**src/rtl/fpalu_request_driver_pkg.sv**
```systemverilog
// -----------------------------------------------------------------------------
// fpalu_pkg
// Shared definitions for the floating_point_alu request driver:
//   - datapath widths (IEEE-754 double, 3-bit ALU mode)
//   - ALU mode encoding and legality helper
//   - response status bit positions
//   - driver FSM state encoding
//   - NaN detector on the magnitude bits of a double
// -----------------------------------------------------------------------------
package fpalu_pkg;

    localparam int DATA_W   = 64;
    localparam int MODE_W   = 3;
    localparam int STATUS_W = 4;
    localparam int MANT_W   = 52;

    typedef enum logic [MODE_W-1:0] {
        FP_ADD  = 3'b000,
        FP_SUB  = 3'b001,
        FP_MUL  = 3'b010,
        FP_DIV  = 3'b011,
        FP_SQRT = 3'b100
    } fpalu_mode_e;

    // Bit positions inside rsp_status
    localparam int ST_DIV_BY_ZERO  = 0;
    localparam int ST_INVALID_SQRT = 1;
    localparam int ST_ILLEGAL_MODE = 2;
    localparam int ST_NAN_INPUT    = 3;

    typedef enum logic [1:0] {
        IDLE = 2'd0,
        WAIT = 2'd1,
        RESP = 2'd2
    } drv_state_e;

    // Encodings above FP_SQRT have no ALU operation behind them.
    function automatic logic mode_is_legal(input logic [MODE_W-1:0] mode);
        return mode <= FP_SQRT;
    endfunction

    // Takes the value without its sign bit: exponent all ones, mantissa nonzero.
    function automatic logic is_nan(input logic [DATA_W-2:0] mag);
        return (&mag[DATA_W-2:MANT_W]) && (|mag[MANT_W-1:0]);
    endfunction

endpackage

```
**src/rtl/fpalu_request_driver_if.sv**
```systemverilog
// -----------------------------------------------------------------------------
// fpalu_request_driver_if
// Command (valid/ready) and response (valid/ready) channels of the ALU
// request driver.
//   master : the initiator (CPU, DMA, test logic) issuing commands
//   slave  : the driver accepting commands and returning responses
// -----------------------------------------------------------------------------
interface fpalu_request_driver_if #(
    parameter int TAG_W = 4
);
    // command channel
    logic                         cmd_valid;
    logic                         cmd_ready;
    logic [fpalu_pkg::MODE_W-1:0] cmd_mode;
    logic [fpalu_pkg::DATA_W-1:0] cmd_a;
    logic [fpalu_pkg::DATA_W-1:0] cmd_b;
    logic [TAG_W-1:0]             cmd_tag;

    // response channel
    logic                           rsp_valid;
    logic                           rsp_ready;
    logic [fpalu_pkg::DATA_W-1:0]   rsp_result;
    logic [TAG_W-1:0]               rsp_tag;
    logic [fpalu_pkg::STATUS_W-1:0] rsp_status;

    modport master (
        output cmd_valid, cmd_mode, cmd_a, cmd_b, cmd_tag, rsp_ready,
        input  cmd_ready, rsp_valid, rsp_result, rsp_tag, rsp_status
    );

    modport slave (
        input  cmd_valid, cmd_mode, cmd_a, cmd_b, cmd_tag, rsp_ready,
        output cmd_ready, rsp_valid, rsp_result, rsp_tag, rsp_status
    );

endinterface

```
**src/rtl/fpalu_operand_classifier.sv**
```systemverilog
// -----------------------------------------------------------------------------
// fpalu_operand_classifier
// Combinational status flags for an incoming command.
//   mode   : ALU mode of the command
//   a      : operand A (full double, sign needed for the sqrt check)
//   b_mag  : operand B without its sign bit (sign never affects a flag)
//   status : [0] div_by_zero [1] invalid_sqrt [2] illegal_mode [3] nan_input
// An illegal mode reports only the illegal_mode flag.
// -----------------------------------------------------------------------------
module fpalu_operand_classifier
    import fpalu_pkg::*;
(
    input  logic [MODE_W-1:0]   mode,
    input  logic [DATA_W-1:0]   a,
    input  logic [DATA_W-2:0]   b_mag,
    output logic [STATUS_W-1:0] status
);

    always_comb begin
        status = '0;
        if (!mode_is_legal(mode)) begin
            status[ST_ILLEGAL_MODE] = 1'b1;
        end else begin
            // +0 and -0 both divide by zero, hence the magnitude-only test.
            status[ST_DIV_BY_ZERO]  = (mode == FP_DIV) && (b_mag == '0);
            // -0 is a valid sqrt input; any other negative value is not.
            status[ST_INVALID_SQRT] = (mode == FP_SQRT) && a[DATA_W-1]
                                      && (a[DATA_W-2:0] != '0);
            // sqrt ignores operand B, so a NaN there is not reported.
            status[ST_NAN_INPUT]    = is_nan(a[DATA_W-2:0])
                                      || ((mode != FP_SQRT) && is_nan(b_mag));
        end
    end

endmodule

```
**src/rtl/fpalu_request_driver.sv**
```systemverilog
// -----------------------------------------------------------------------------
// fpalu_request_driver
// Initiator-side front end for floating_point_alu. Accepts one command at a
// time, drives the ALU operand/mode inputs, waits the fixed ALU latency,
// picks the ALU result port that matches the mode and returns it with the
// command tag and status flags.
//   clk, rst_n          : clock, asynchronous active-low reset
//   bus (slave)         : cmd_* valid/ready command, rsp_* valid/ready response
//   alu_mode/operand_*  : registered drive into the ALU
//   alu_result_*        : ALU result ports (div also carries sqrt)
// Timing: rsp_valid rises ALU_LATENCY edges after the accept edge; an
// illegal mode responds on the edge right after the accept.
// -----------------------------------------------------------------------------
module fpalu_request_driver
    import fpalu_pkg::*;
#(
    parameter int TAG_W       = 4,
    parameter int ALU_LATENCY = 4   // legal range 1..15
) (
    input  logic                 clk,
    input  logic                 rst_n,
    fpalu_request_driver_if.slave bus,
    output logic [MODE_W-1:0]    alu_mode,
    output logic [DATA_W-1:0]    alu_operand_a,
    output logic [DATA_W-1:0]    alu_operand_b,
    input  logic [DATA_W-1:0]    alu_result_add_sub,
    input  logic [DATA_W-1:0]    alu_result_mul,
    input  logic [DATA_W-1:0]    alu_result_div
);

    localparam int              CNT_W    = 4;
    localparam logic [CNT_W-1:0] CNT_LOAD = CNT_W'(ALU_LATENCY - 1);

    drv_state_e          state_q, state_d;
    logic [CNT_W-1:0]    cnt_q, cnt_d;
    logic                ready_q, ready_d;
    logic [MODE_W-1:0]   mode_q, mode_d;
    logic [DATA_W-1:0]   a_q, a_d;
    logic [DATA_W-1:0]   b_q, b_d;
    logic [DATA_W-1:0]   result_q, result_d;
    logic [TAG_W-1:0]    tag_q, tag_d;
    logic [STATUS_W-1:0] status_q, status_d;
    logic                valid_q, valid_d;

    logic [STATUS_W-1:0] cmd_status;
    logic [DATA_W-1:0]   alu_result_sel;
    logic                accept;

    fpalu_operand_classifier u_classifier (
        .mode   (bus.cmd_mode),
        .a      (bus.cmd_a),
        .b_mag  (bus.cmd_b[DATA_W-2:0]),
        .status (cmd_status)
    );

    // Result port for the command in flight; mode_q is stable through WAIT.
    always_comb begin
        case (mode_q)
            FP_ADD, FP_SUB: alu_result_sel = alu_result_add_sub;
            FP_MUL:         alu_result_sel = alu_result_mul;
            default:        alu_result_sel = alu_result_div;
        endcase
    end

    // ready_q is only ever set while IDLE, so it doubles as the IDLE qualifier.
    assign accept = ready_q && bus.cmd_valid;

    always_comb begin
        // NOTE: every variable assigned here gets a hold-value default first,
        // so no branch can leave one unassigned and infer a latch.
        state_d  = state_q;
        cnt_d    = cnt_q;
        mode_d   = mode_q;
        a_d      = a_q;
        b_d      = b_q;
        result_d = result_q;
        tag_d    = tag_q;
        status_d = status_q;
        valid_d  = valid_q;

        unique case (state_q)
            IDLE: begin
                if (accept) begin
                    tag_d    = bus.cmd_tag;
                    status_d = cmd_status;
                    if (cmd_status[ST_ILLEGAL_MODE]) begin
                        // No ALU operation: answer at once, ALU inputs untouched.
                        result_d = '0;
                        valid_d  = 1'b1;
                        state_d  = RESP;
                    end else begin
                        mode_d  = bus.cmd_mode;
                        a_d     = bus.cmd_a;
                        b_d     = bus.cmd_b;
                        cnt_d   = CNT_LOAD;
                        state_d = WAIT;
                    end
                end
            end
            WAIT: begin
                if (cnt_q == '0) begin
                    result_d = alu_result_sel;
                    valid_d  = 1'b1;
                    state_d  = RESP;
                end else begin
                    cnt_d = cnt_q - 1'b1;
                end
            end
            RESP: begin
                if (bus.rsp_ready) begin
                    valid_d = 1'b0;
                    state_d = IDLE;
                end
            end
            default: state_d = IDLE;
        endcase

        ready_d = (state_d == IDLE);
    end

    // NOTE: the datapath registers are reset too, not just the control,
    // because the ALU inputs and response fields must read zero out of reset.
    always_ff @(posedge clk or negedge rst_n) begin
        if (!rst_n) begin
            state_q  <= IDLE;
            cnt_q    <= '0;
            ready_q  <= 1'b0;
            mode_q   <= '0;
            a_q      <= '0;
            b_q      <= '0;
            result_q <= '0;
            tag_q    <= '0;
            status_q <= '0;
            valid_q  <= 1'b0;
        end else begin
            // NOTE: non-blocking so every register samples the pre-edge values.
            state_q  <= state_d;
            cnt_q    <= cnt_d;
            ready_q  <= ready_d;
            mode_q   <= mode_d;
            a_q      <= a_d;
            b_q      <= b_d;
            result_q <= result_d;
            tag_q    <= tag_d;
            status_q <= status_d;
            valid_q  <= valid_d;
        end
    end

    assign bus.cmd_ready  = ready_q;
    assign bus.rsp_valid  = valid_q;
    assign bus.rsp_result = result_q;
    assign bus.rsp_tag    = tag_q;
    assign bus.rsp_status = status_q;

    assign alu_mode      = mode_q;
    assign alu_operand_a = a_q;
    assign alu_operand_b = b_q;

endmodule

```
**src/flat_wrapper.sv**
```systemverilog
// flat-port wrapper written by rule: the top's interface ports become plain ports
module fpalu_request_driver_flat import fpalu_pkg::*;
#(
    parameter int TAG_W       = 4,
    parameter int ALU_LATENCY = 4                       
)
  (clk, rst_n, alu_mode, alu_operand_a, alu_operand_b, alu_result_add_sub, alu_result_mul, alu_result_div, bus_cmd_valid, bus_cmd_mode, bus_cmd_a, bus_cmd_b, bus_cmd_tag, bus_rsp_ready, bus_cmd_ready, bus_rsp_valid, bus_rsp_result, bus_rsp_tag, bus_rsp_status);
  fpalu_request_driver_if #(.TAG_W(TAG_W)) bus_i ();
  input  logic clk;
  input  logic rst_n;
  output logic [MODE_W-1:0] alu_mode;
  output logic [DATA_W-1:0] alu_operand_a;
  output logic [DATA_W-1:0] alu_operand_b;
  input  logic [DATA_W-1:0] alu_result_add_sub;
  input  logic [DATA_W-1:0] alu_result_mul;
  input  logic [DATA_W-1:0] alu_result_div;
  input wire logic [$bits(bus_i.cmd_valid)-1:0] bus_cmd_valid;
  input wire logic [$bits(bus_i.cmd_mode)-1:0] bus_cmd_mode;
  input wire logic [$bits(bus_i.cmd_a)-1:0] bus_cmd_a;
  input wire logic [$bits(bus_i.cmd_b)-1:0] bus_cmd_b;
  input wire logic [$bits(bus_i.cmd_tag)-1:0] bus_cmd_tag;
  input wire logic [$bits(bus_i.rsp_ready)-1:0] bus_rsp_ready;
  output wire logic [$bits(bus_i.cmd_ready)-1:0] bus_cmd_ready;
  output wire logic [$bits(bus_i.rsp_valid)-1:0] bus_rsp_valid;
  output wire logic [$bits(bus_i.rsp_result)-1:0] bus_rsp_result;
  output wire logic [$bits(bus_i.rsp_tag)-1:0] bus_rsp_tag;
  output wire logic [$bits(bus_i.rsp_status)-1:0] bus_rsp_status;
  assign bus_i.cmd_valid = bus_cmd_valid;
  assign bus_i.cmd_mode = bus_cmd_mode;
  assign bus_i.cmd_a = bus_cmd_a;
  assign bus_i.cmd_b = bus_cmd_b;
  assign bus_i.cmd_tag = bus_cmd_tag;
  assign bus_i.rsp_ready = bus_rsp_ready;
  assign bus_cmd_ready = bus_i.cmd_ready;
  assign bus_rsp_valid = bus_i.rsp_valid;
  assign bus_rsp_result = bus_i.rsp_result;
  assign bus_rsp_tag = bus_i.rsp_tag;
  assign bus_rsp_status = bus_i.rsp_status;
  fpalu_request_driver #(.TAG_W(TAG_W), .ALU_LATENCY(ALU_LATENCY)) u_core (.clk(clk), .rst_n(rst_n), .bus(bus_i), .alu_mode(alu_mode), .alu_operand_a(alu_operand_a), .alu_operand_b(alu_operand_b), .alu_result_add_sub(alu_result_add_sub), .alu_result_mul(alu_result_mul), .alu_result_div(alu_result_div));
endmodule
```
**config.mk**
```make
export PLATFORM = sky130hd
export DESIGN_NAME = fpalu_request_driver_flat
export DESIGN_NICKNAME = d
export VERILOG_FILES = /design/src/rtl/fpalu_request_driver_pkg.sv /design/src/rtl/fpalu_request_driver_if.sv /design/src/rtl/fpalu_operand_classifier.sv /design/src/rtl/fpalu_request_driver.sv /design/src/flat_wrapper.sv
export SDC_FILE = /design/constraint.sdc
export NUM_CORES = 1
export LEC_CHECK = 0
export CORE_AREA = 4 4 204 206
export DETAILED_ROUTE_END_ITERATION = 10
export DIE_AREA = 0 0 208 210
export SLEW_MARGIN = 20
export SYNTH_ARGS = -nofsm -noshare
export SYNTH_HDL_FRONTEND = slang
export SYNTH_HIERARCHICAL = 1
export SYNTH_SLANG_ARGS = --single-unit
```
**constraint.sdc**
```tcl
create_clock -name clk -period 2.3 [get_ports clk]
set_input_delay 0.23 -clock clk [delete_from_list [all_inputs] [get_ports clk]]
set_output_delay 0.23 -clock clk [all_outputs]
set_load 0.005 [all_outputs]
```
==> Yosys cells after proc, flatten, opt, wreduce, memory -nomap -nowiden <==
Index checks and enable logic that the tools add are counted.
{ "classes": {"n_addsub": 1, "n_lt_le_gt_ge": 1, "eq_ne": 13, "mux": 22, "n_reduce_logical": 26} }
{ "op_table": {"columns": ["operator", "n"], "rows": [
  ["case mux 64 bit (2 select lines)", 2],
  ["2-to-1 mux 64 bit", 3],
  ["OR reduction 52 bit", 2],
  ["logical NOT 63 bit", 1],
  ["nonzero test 63 bit", 1],
  ["AND reduction 11 bit", 2],
  ["2-to-1 mux 4 bit", 3],
  ["2-to-1 mux 2 bit", 5],
  ["inequality test 2 bit (second input constant)", 4],
  ["case mux 4 bit (2 select lines)", 1],
  ["AND reduction 4 bit", 2],
  ["logical AND 1 bit", 7],
  ["== test 3 x 2 -> 1 bit (second input constant)", 2],
  ["2-to-1 mux 1 bit", 6],
  ["case mux 2 bit (3 select lines)", 1],
  ["AND reduction 5 bit", 1],
  ["logical NOT 2 bit", 2],
  ["logical NOT 4 bit", 1],
  ["inequality test 2 x 1 -> 1 bit (second input constant)", 2],
  ["subtractor 4 x 1 -> 4 bit (second input constant)", 1],
  ["== test 3 x 1 -> 1 bit (second input constant)", 1],
  ["== test 3 bit (second input constant)", 1],
  ["less-or-equal comparator 3 bit (second input constant)", 1],
  ["logical NOT 3 bit", 1],
  ["10 further kinds", 10]
]} }
{ "totals": {"ff_bits": 211} }

==> Logic depth before layout (Yosys ltp) <==
Gate-level depths: netlist (run 1).
{ "depth": {"ltp_word": 5, "mapped_depth": 7, "depth_no_buf": 6} }

==> By module <==
Netlist (run 1), hierarchy kept.
{ "modules_own_cells": {"columns": ["mod", "n_inst", "cells_each", "area_per_inst_um2", "seq_area_each_um2"], "rows": [
  ["fpalu_request_driver", 1, 929, 10028.4, 5280.1],
  ["fpalu_operand_classifier", 1, 57, 369.1, 0.0]
]} }

==> Worst setup path before layout (run 1) <==
No wires, ideal clock.
{ "synth_timing": {"path_kind": "register to register", "startpoint": "reg u_core.state_q[1]", "endpoint": "reg u_core.b_q[5], in the netlist u_core/alu_operand_b[5]", "setup_ps": 125, "t_arrival_ps": 1496, "t_required_ps": 2175, "setup_slack_ps": 679, "path_stages_with_launch": 6, "n_path_buf": 2, "cell_sequence": "dfrtp_1 -> nand4bb_4 -> nor2_2 -> buf_4 -> buf_6 -> mux2_2"} }
{ "synth_between": {"elab_chain_cells": 2} }
{ "synth_rtl": {"columns": ["item", "line_no", "text"], "rows": [
  ["from (decl)", "fpalu_request_driver.sv:34", "drv_state_e state_q, state_d;"],
  ["from (signal assigned)", "fpalu_request_driver.sv:137", "state_q <= state_d;"],
  ["logical NOT 2 bit", "fpalu_request_driver.sv:81", "unique case (state_q)"],
  ["AND reduction 3 bit (no line)", null, null],
  ["to (signal assigned)", "fpalu_request_driver.sv:130", "b_q <= '0;"],
  ["to (signal assigned)", "fpalu_request_driver.sv:142", "b_q <= b_d;"],
  ["to (decl)", "fpalu_request_driver.sv:39", "logic [DATA_W-1:0] b_q, b_d;"]
]} }
Every way passes these cells.
A chain may end at the register's enable or synchronous reset.

==> Worst setup path in the final report (run 1) <==
{ "layout_timing": {"startpoint": "reg u_core.mode_q[2], in the netlist u_core/alu_mode[2]", "endpoint": "out alu_mode[2]"} }
{ "layout_rtl": {"columns": ["item", "line_no", "text"], "rows": [
  ["from (decl)", "fpalu_request_driver.sv:37", "logic [MODE_W-1:0] mode_q, mode_d;"],
  ["from (signal assigned)", "fpalu_request_driver.sv:140", "mode_q <= mode_d;"],
  ["to (decl)", "flat_wrapper.sv:11", "output logic [MODE_W-1:0] alu_mode;"]
]} }
No word-level cell between the ends.

==> flow_metrics.py, run 1 <==
metrics = {
    "worst_setup_path": {
        "crit_path_top_delay_cell": "dfrtp_4",
        "required_ps": 2070,
        "crit_family": "flip-flops",
        "critPathArrivalTime_ps": 1960,
        "path_buf_inv": 1,
        "worstPathCellList": "clkdlybuf4s50_1",
        "cpPeakStageDelay_ps": 800,
        "reg2reg_depth": 6,
        "end_kind": "primary output",
        "path_max_fanout": 46,
        "rr_startpoint": "u_core/cnt_q[0]$_DFFE_PN0P_",
        "path_depth": 1,
        "crit_start": "u_core/alu_mode[2]$_DFFE_PN0P_",
        "startpoint_type": "flop",
        "r2r_setup_slack_ps": 450,
        "crit_type": "reg -> out",
        "r2r_end": "u_core/bus.rsp_result[18]$_DFFE_PN0P_",
    },
    "sta": {
        "rsz0062_at_grt": "false",
        "tightestPinTransition_ps": 619.7,
        "fin_hold_ws_ps": 236.6,
        "fmax_ghz": 0.4564,
        "finalCritPeriodShare": 0.9526,
        "layout_setup_ws_ps": 109.0,
        "fin_skew_ps": 25.35,
        "fin_crit_ps": 2191,
        "setup_viol": 0,
        "max_slew_margin": 0.5869,
        "hold_viol": 0,
        "slew_viol_final": 0,
    },
    "routing": {
        "vias": 9989,
        "wl_mm": 43.71,
        "first_iter_violations": 719,
        "ant_nets": 0,
        "viasPerCell": 4.851,
        "wl_per_cell_um": 21.23,
        "drc_errors": 0,
        "drt-pass1-iter-count": 5,
    },
    "die": {
        "core_um2": 39640,
        "die_h_um": 210,
        "io-pin-count": 536,
        "fp.dieW_um": 208,
        "start_util": 0.2623,
        "rows": 73,
        "fp.dieArea_um2": 43680,
    },
    "cts": {
        "cts_sinks": 211,
        "cts_buffer_depth": 3,
        "cts_made_buffers": 26,
        "cts_resized": 0,
        "clk_pin_slew_ps": 60,
        "cts-root-buf": "clkbuf_16",
        "cts_max_level": 1,
        "cts_tree": "built",
        "worstSkewPairLatency_ps": 550,
    },
    "power_and_ir_drop": {
        "vdd_drop_max_v": 0.0007587,
        "switching_share": 0.3339,
        "power.switching_mw": 6.847,
        "power_frac_comb": 0.464,
        "p_seq_frac": 0.324,
        "power_density_nw_per_um2": 1175,
        "clkPwrFrac": 0.212,
        "leakage_nw": 6.839,
        "p_int_mw": 13.66,
    },
    "placement": {
        "dp_hpwl_mm": 32.72,
        "gp_congestion": 0.8703,
        "pre_cts_slack_ps": -84.79,
        "port_buffers": 535,
    },
    "final_layout": {
        "layout_commonest_cell": "clkdlybuf4s50_1",
        "nNetsFinal": 1845,
        "drive_gt1_frac": 0.1325,
        "final_cell_mix": "534 x clkdlybuf4s50_1, 208 x dfrtp_1, 129 x o21ai_0",
        "syn2layout_area_growth_pct": 67.76,
    },
    "synthesis": {
        "syn_area_um2": 10400,
        "synth_edf_count": 0,
        "ys_types": 43,
        "synth_nets": 1319,
        "syn_avg_cell_area_um2": 10.55,
        "ys_ff_latch": 211,
        "synth_warnings": 6,
        "ys_seq_area_frac": 0.5078,
        "postSynth.asyncResetShare": 1.000,
        "syn-instance-count": 986,
        "synth_ff_type": "dfrtp_1",
    },
    "global_route": {
        "grt_overflow_total": 0,
        "grt_usage": 0.1897,
        "grt_pass1_wl_mm": 65.72,
        "antenna_found_initial": 2,
        "grt_pass1_vias": 10510,
        "grt_max_degree": 66,
    },
    "run": {
        "drv_cap": 0,
    },
    "min_path": {
        "hold_class": "in -> async",
    },
    "run_status": {
        "status": "completed",
    },
}
-- state kept, by name (all words and copies together) (netlist names) --
name                   count
u_core/alu_operand_b      64
u_core/state_q             2
u_core/cnt_q               4
u_core/alu_mode            3
u_core/bus.rsp_tag         4
u_core/bus.cmd_ready       1
u_core/bus.rsp_status      4
u_core/alu_operand_a      64
u_core/bus.rsp_result     64
u_core/bus.rsp_valid       1
-- layout make-up --
cell class,instances,area [um^2]
inverter,5,18.77
multi-input combinational,691,4690
sequential,211,5291
clock buffer,43,815.8
antenna,2,5.005
timing repair buffer,577,5866
clock inverter,5,100.1
tap,525,656.9
fill,3763,22200
-- synthesized netlist by cell type (2+ instances only) --
| master | instances | area share |
|---|---|---|
| o21ai_0 | 129 | 0.062 |
| nor2_1 | 67 | 0.024 |
| o22ai_1 | 2 | 0.0012 |
| nor3_1 | 67 | 0.032 |
| a41oi_1 | 2 | 0.0017 |
| buf_6 | 14 | 0.015 |
| buf_1 | 3 | 0.0011 |
| nand4_1 | 9 | 0.0054 |
| nor4_1 | 29 | 0.017 |
| buf_2 | 17 | 0.0082 |
| nor4_2 | 2 | 0.0024 |
| buf_4 | 2 | 0.0014 |
| nand3_1 | 4 | 0.0019 |
| mux2_1 | 22 | 0.024 |
| dfrtp_1 | 211 | 0.51 |
| mux2_2 | 110 | 0.12 |
| nor2b_1 | 66 | 0.040 |
| nand2b_1 | 3 | 0.0018 |
| nand2_1 | 93 | 0.034 |
| a32o_1 | 64 | 0.062 |
| inv_1 | 5 | 0.0018 |
| clkbuf_1 | 43 | 0.016 |
| ha_1 | 2 | 0.0024 |
-- routing by layer --
layer / track usage / vias up / routed length (um)
li1: - / 4651 / -
met1: 0.2344 / 4851 / 17370
met2: 0.3132 / 429 / 20810
met3: 0.06772 / 56 / 4155
met4: 0.05912 / 2 / 1354
met5: 0 / - / 17
-- kinds of logic (layout without fill, tap and decap cells) --
| family | Yosys count | count (layout) | synth area share |
|---|---|---|---|
| AOI/OAI and AO/OA | 205 | 205 | 0.1333 |
| muxes | 132 | 132 | 0.1430 |
| buffers and inverters | 84 | 630 | 0.04320 |
| and+or+nand+nor | 352 | 352 | 0.1703 |
| other | 0 | 2 | 0 |
| DFF | 211 | 211 | 0.5078 |
| adders and majority gates | 2 | 2 | 0.002406 |
-- how the worst max path moves through the flow --
stage                                           endpoint  slack [ps]
floorplan            u_core/alu_operand_b[5]$_DFFE_PN0P_         680
global placement    u_core/bus.rsp_status[0]$_DFFE_PN0P_         -70
detailed placement  u_core/bus.rsp_status[0]$_DFFE_PN0P_         -80
CTS                                          alu_mode[2]          60
global route                                 alu_mode[2]           5
finish                                       alu_mode[2]         110
-- power by group through the flow --
stage | clock [mW] | combinational, mW | sequential (mW)
floorplan | 0 | 4.37 | 6.27
global placement | 0 | 9.49 | 6.64
detailed placement | 0 | 9.57 | 6.67
CTS | 4.50 | 9.63 | 6.66
global route | 4.66 | 10.3 | 6.89
finish | 4.35 | 9.52 | 6.63
-- repair_timing --
| action | in CTS | in global routing |
|---|---|---|
| endpoints found under the hold margin | 53 | 0 |
| hold buffers | 1 | 0 |
| buffers inserted | 0 | 0 |
-- through the flow --
| stage | std cells | cell area [um^2] | power (mW) | TNS [ps] | util |
|---|---|---|---|---|---|
| after floorplan | 986 | 10400 | 10.64 | 0 | - |
| after global placement | 2008 | 16510 | 16.13 | -198.3 | 0.4165 |
| after detailed placement | 2008 | 16510 | 16.23 | -200.6 | 0.4165 |
| after CTS | 2057 | 17440 | 20.79 | 0 | 0.4399 |
| after global routing | 2059 | 17440 | 21.86 | 0 | 0.4400 |
| final | 2059 | 17440 | 20.50 | 0 | 0.4400 |
(Power assumes the default switching activity.)
==> inputs of run 2 (changes only) <==
CORE_AREA = 4 4 208 210   (was 4 4 204 206)
DIE_AREA = 0 0 212 214   (was 0 0 208 210)
clock period = 2 ns   (was 2.3 ns; I/O delays follow)
==> run 2 against run 1 <==
  * Non-clock buffer count is 21 higher
  * Via count increased by 2.2%
  * Worst setup slack worse by 41 ps
  * Cell count up 1.7%
  * Critical path type unchanged
==> flow_metrics.py, run 2 (synthesis results as in run 1) <==
metrics = {
    "worst_setup_path": {
        "end_kind": "primary output",
        "crit_path_top_delay_cell": "clkdlybuf4s50_1",
        "path_buf_inv": 2,
        "startpoint_type": "flop",
        "crit_family": "buffers and inverters",
        "critPathArrivalTime_ps": 1730,
        "required_ps": 1800,
        "crit_type": "reg -> out",
        "path_max_fanout": 19,
        "worstPathCellList": "buf_16, clkdlybuf4s50_1",
        "cpPeakStageDelay_ps": 510,
    },
    "run": {
        "drv_cap": 0,
    },
    "global_route": {
        "grt_pass1_wl_mm": 66.58,
        "antenna_found_initial": 0,
        "grt_max_degree": 66,
        "grt_pass1_vias": 10950,
        "grt_overflow_total": 0,
        "grt_usage": 0.1862,
    },
    "sta": {
        "finalCritPeriodShare": 0.9659,
        "fin_crit_ps": 1932,
        "max_slew_margin": 0.6113,
        "tightestPinTransition_ps": 583.0,
        "layout_setup_ws_ps": 68.23,
        "hold_viol": 0,
        "fmax_ghz": 0.5177,
        "slew_viol_final": 0,
        "finalSetupTns_ps": 0,
        "fin_skew_ps": 23.53,
        "rsz0062_at_grt": "false",
        "fin_hold_ws_ps": 172.1,
        "setup_viol": 0,
    },
    "final_layout": {
        "syn2layout_area_growth_pct": 69.71,
        "layout_commonest_cell": "clkdlybuf4s50_1",
        "nNetsFinal": 1867,
        "final_cells": 2094,
        "drive_gt1_frac": 0.1460,
        "utilization": 0.4245,
        "final_cell_mix": "534 x clkdlybuf4s50_1, 208 x dfrtp_1, 129 x o21ai_0",
        "fin_area_um2": 17650,
        "antennaDiodeCount": 0,
    },
    "routing": {
        "wl_per_cell_um": 21.40,
        "first_iter_violations": 690,
        "viasPerCell": 4.874,
        "wl_mm": 44.81,
        "drc_errors": 0,
        "ant_nets": 0,
        "drt-pass1-iter-count": 4,
        "vias": 10210,
    },
    "cts": {
        "cts-root-buf": "clkbuf_16",
        "cts_sinks": 211,
        "cts_tree": "built",
        "cts_buffer_depth": 3,
        "cts_made_buffers": 27,
        "clk_pin_slew_ps": 60,
        "cts_max_level": 1,
        "worstSkewPairLatency_ps": 550,
    },
    "die": {
        "rows": 75,
        "die_h_um": 214,
        "fp.dieArea_um2": 45370,
        "core_um2": 41570,
        "fp.dieW_um": 212,
        "start_util": 0.2501,
        "io-pin-count": 536,
    },
    "min_path": {
        "hold_class": "in -> reg",
    },
    "run_status": {
        "status": "completed",
    },
    "placement": {
        "placed_cells": 2036,
        "gp_congestion": 0.8206,
        "dp_hpwl_mm": 32.88,
        "placed_area_um2": 16570,
        "pre_cts_slack_ps": -199.0,
        "port_buffers": 535,
    },
    "power_and_ir_drop": {
        "leakage_nw": 6.970,
        "vdd_drop_max_v": 0.0007417,
        "power_density_nw_per_um2": 1369,
        "total_power_mw": 24.16,
    },
}
-- run 2: final cells by class --
cell class	instances	area, um^2
multi-input combinational	691	4690
fill	4039	23930
timing repair buffer	598	6043
clock inverter	9	130.1
inverter	5	18.77
sequential	211	5291
tap	539	674.4
clock buffer	41	798.3
-- run 2: where the power goes --
part	switching [mW]	total (mW)	internal (mW)
logic	5.07	11.8	6.75
clock network	1.97	5.10	3.13
registers	1.11	7.23	6.12
total	8.15	24.2	16.0
-- run 2: per-layer routing --
metal / global-route usage / part of all wire
met4: 0.05814 / 0.031
met1: 0.2203 / 0.39
met2: 0.3184 / 0.49
met3: 0.06268 / 0.097
met5: 0 / 0
-- run 2: path summary, 6_finish.rpt --
check	startpoint	end	slack [ps]	cells after the start
max in group asynchronous	rst_n	u_core/alu_operand_b[22]$_DFFE_PN0P_	1060	3
min in group asynchronous	rst_n	u_core/bus.rsp_result[35]$_DFFE_PN0P_	190	2
max	u_core/alu_mode[1]$_DFFE_PN0P_	alu_mode[1]	70	2
min	bus_cmd_tag[2]	u_core/bus.rsp_tag[2]$_DFFE_PN0P_	170	3
max reg2reg	u_core/state_q[1]$_DFF_PN0_	u_core/alu_operand_b[12]$_DFFE_PN0P_	190	4
min reg2reg	u_core/bus.rsp_tag[2]$_DFFE_PN0P_	u_core/bus.rsp_tag[2]$_DFFE_PN0P_	480	2
-- run 2: worst register-to-register path, delay by kind of cell (launching register included) --
| family | cells | cell delay (ps) |
|---|---|---|
| flip-flops | 1 | 390 |
| AND/OR/NAND/NOR | 2 | 560 |
| multiplexers | 1 | 420 |
| buffers and inverters | 1 | 310 |
-- run 2: what timing repair did --
item / 4_1_cts / 5_1_grt
gates resized for setup: 1 / 0
gates cloned: 2 / 1
setup endpoints to repair: 3 / 1
hold endpoints to repair: 54 / 0
hold buffers: 1 / 0
buffers inserted: 4 / 0
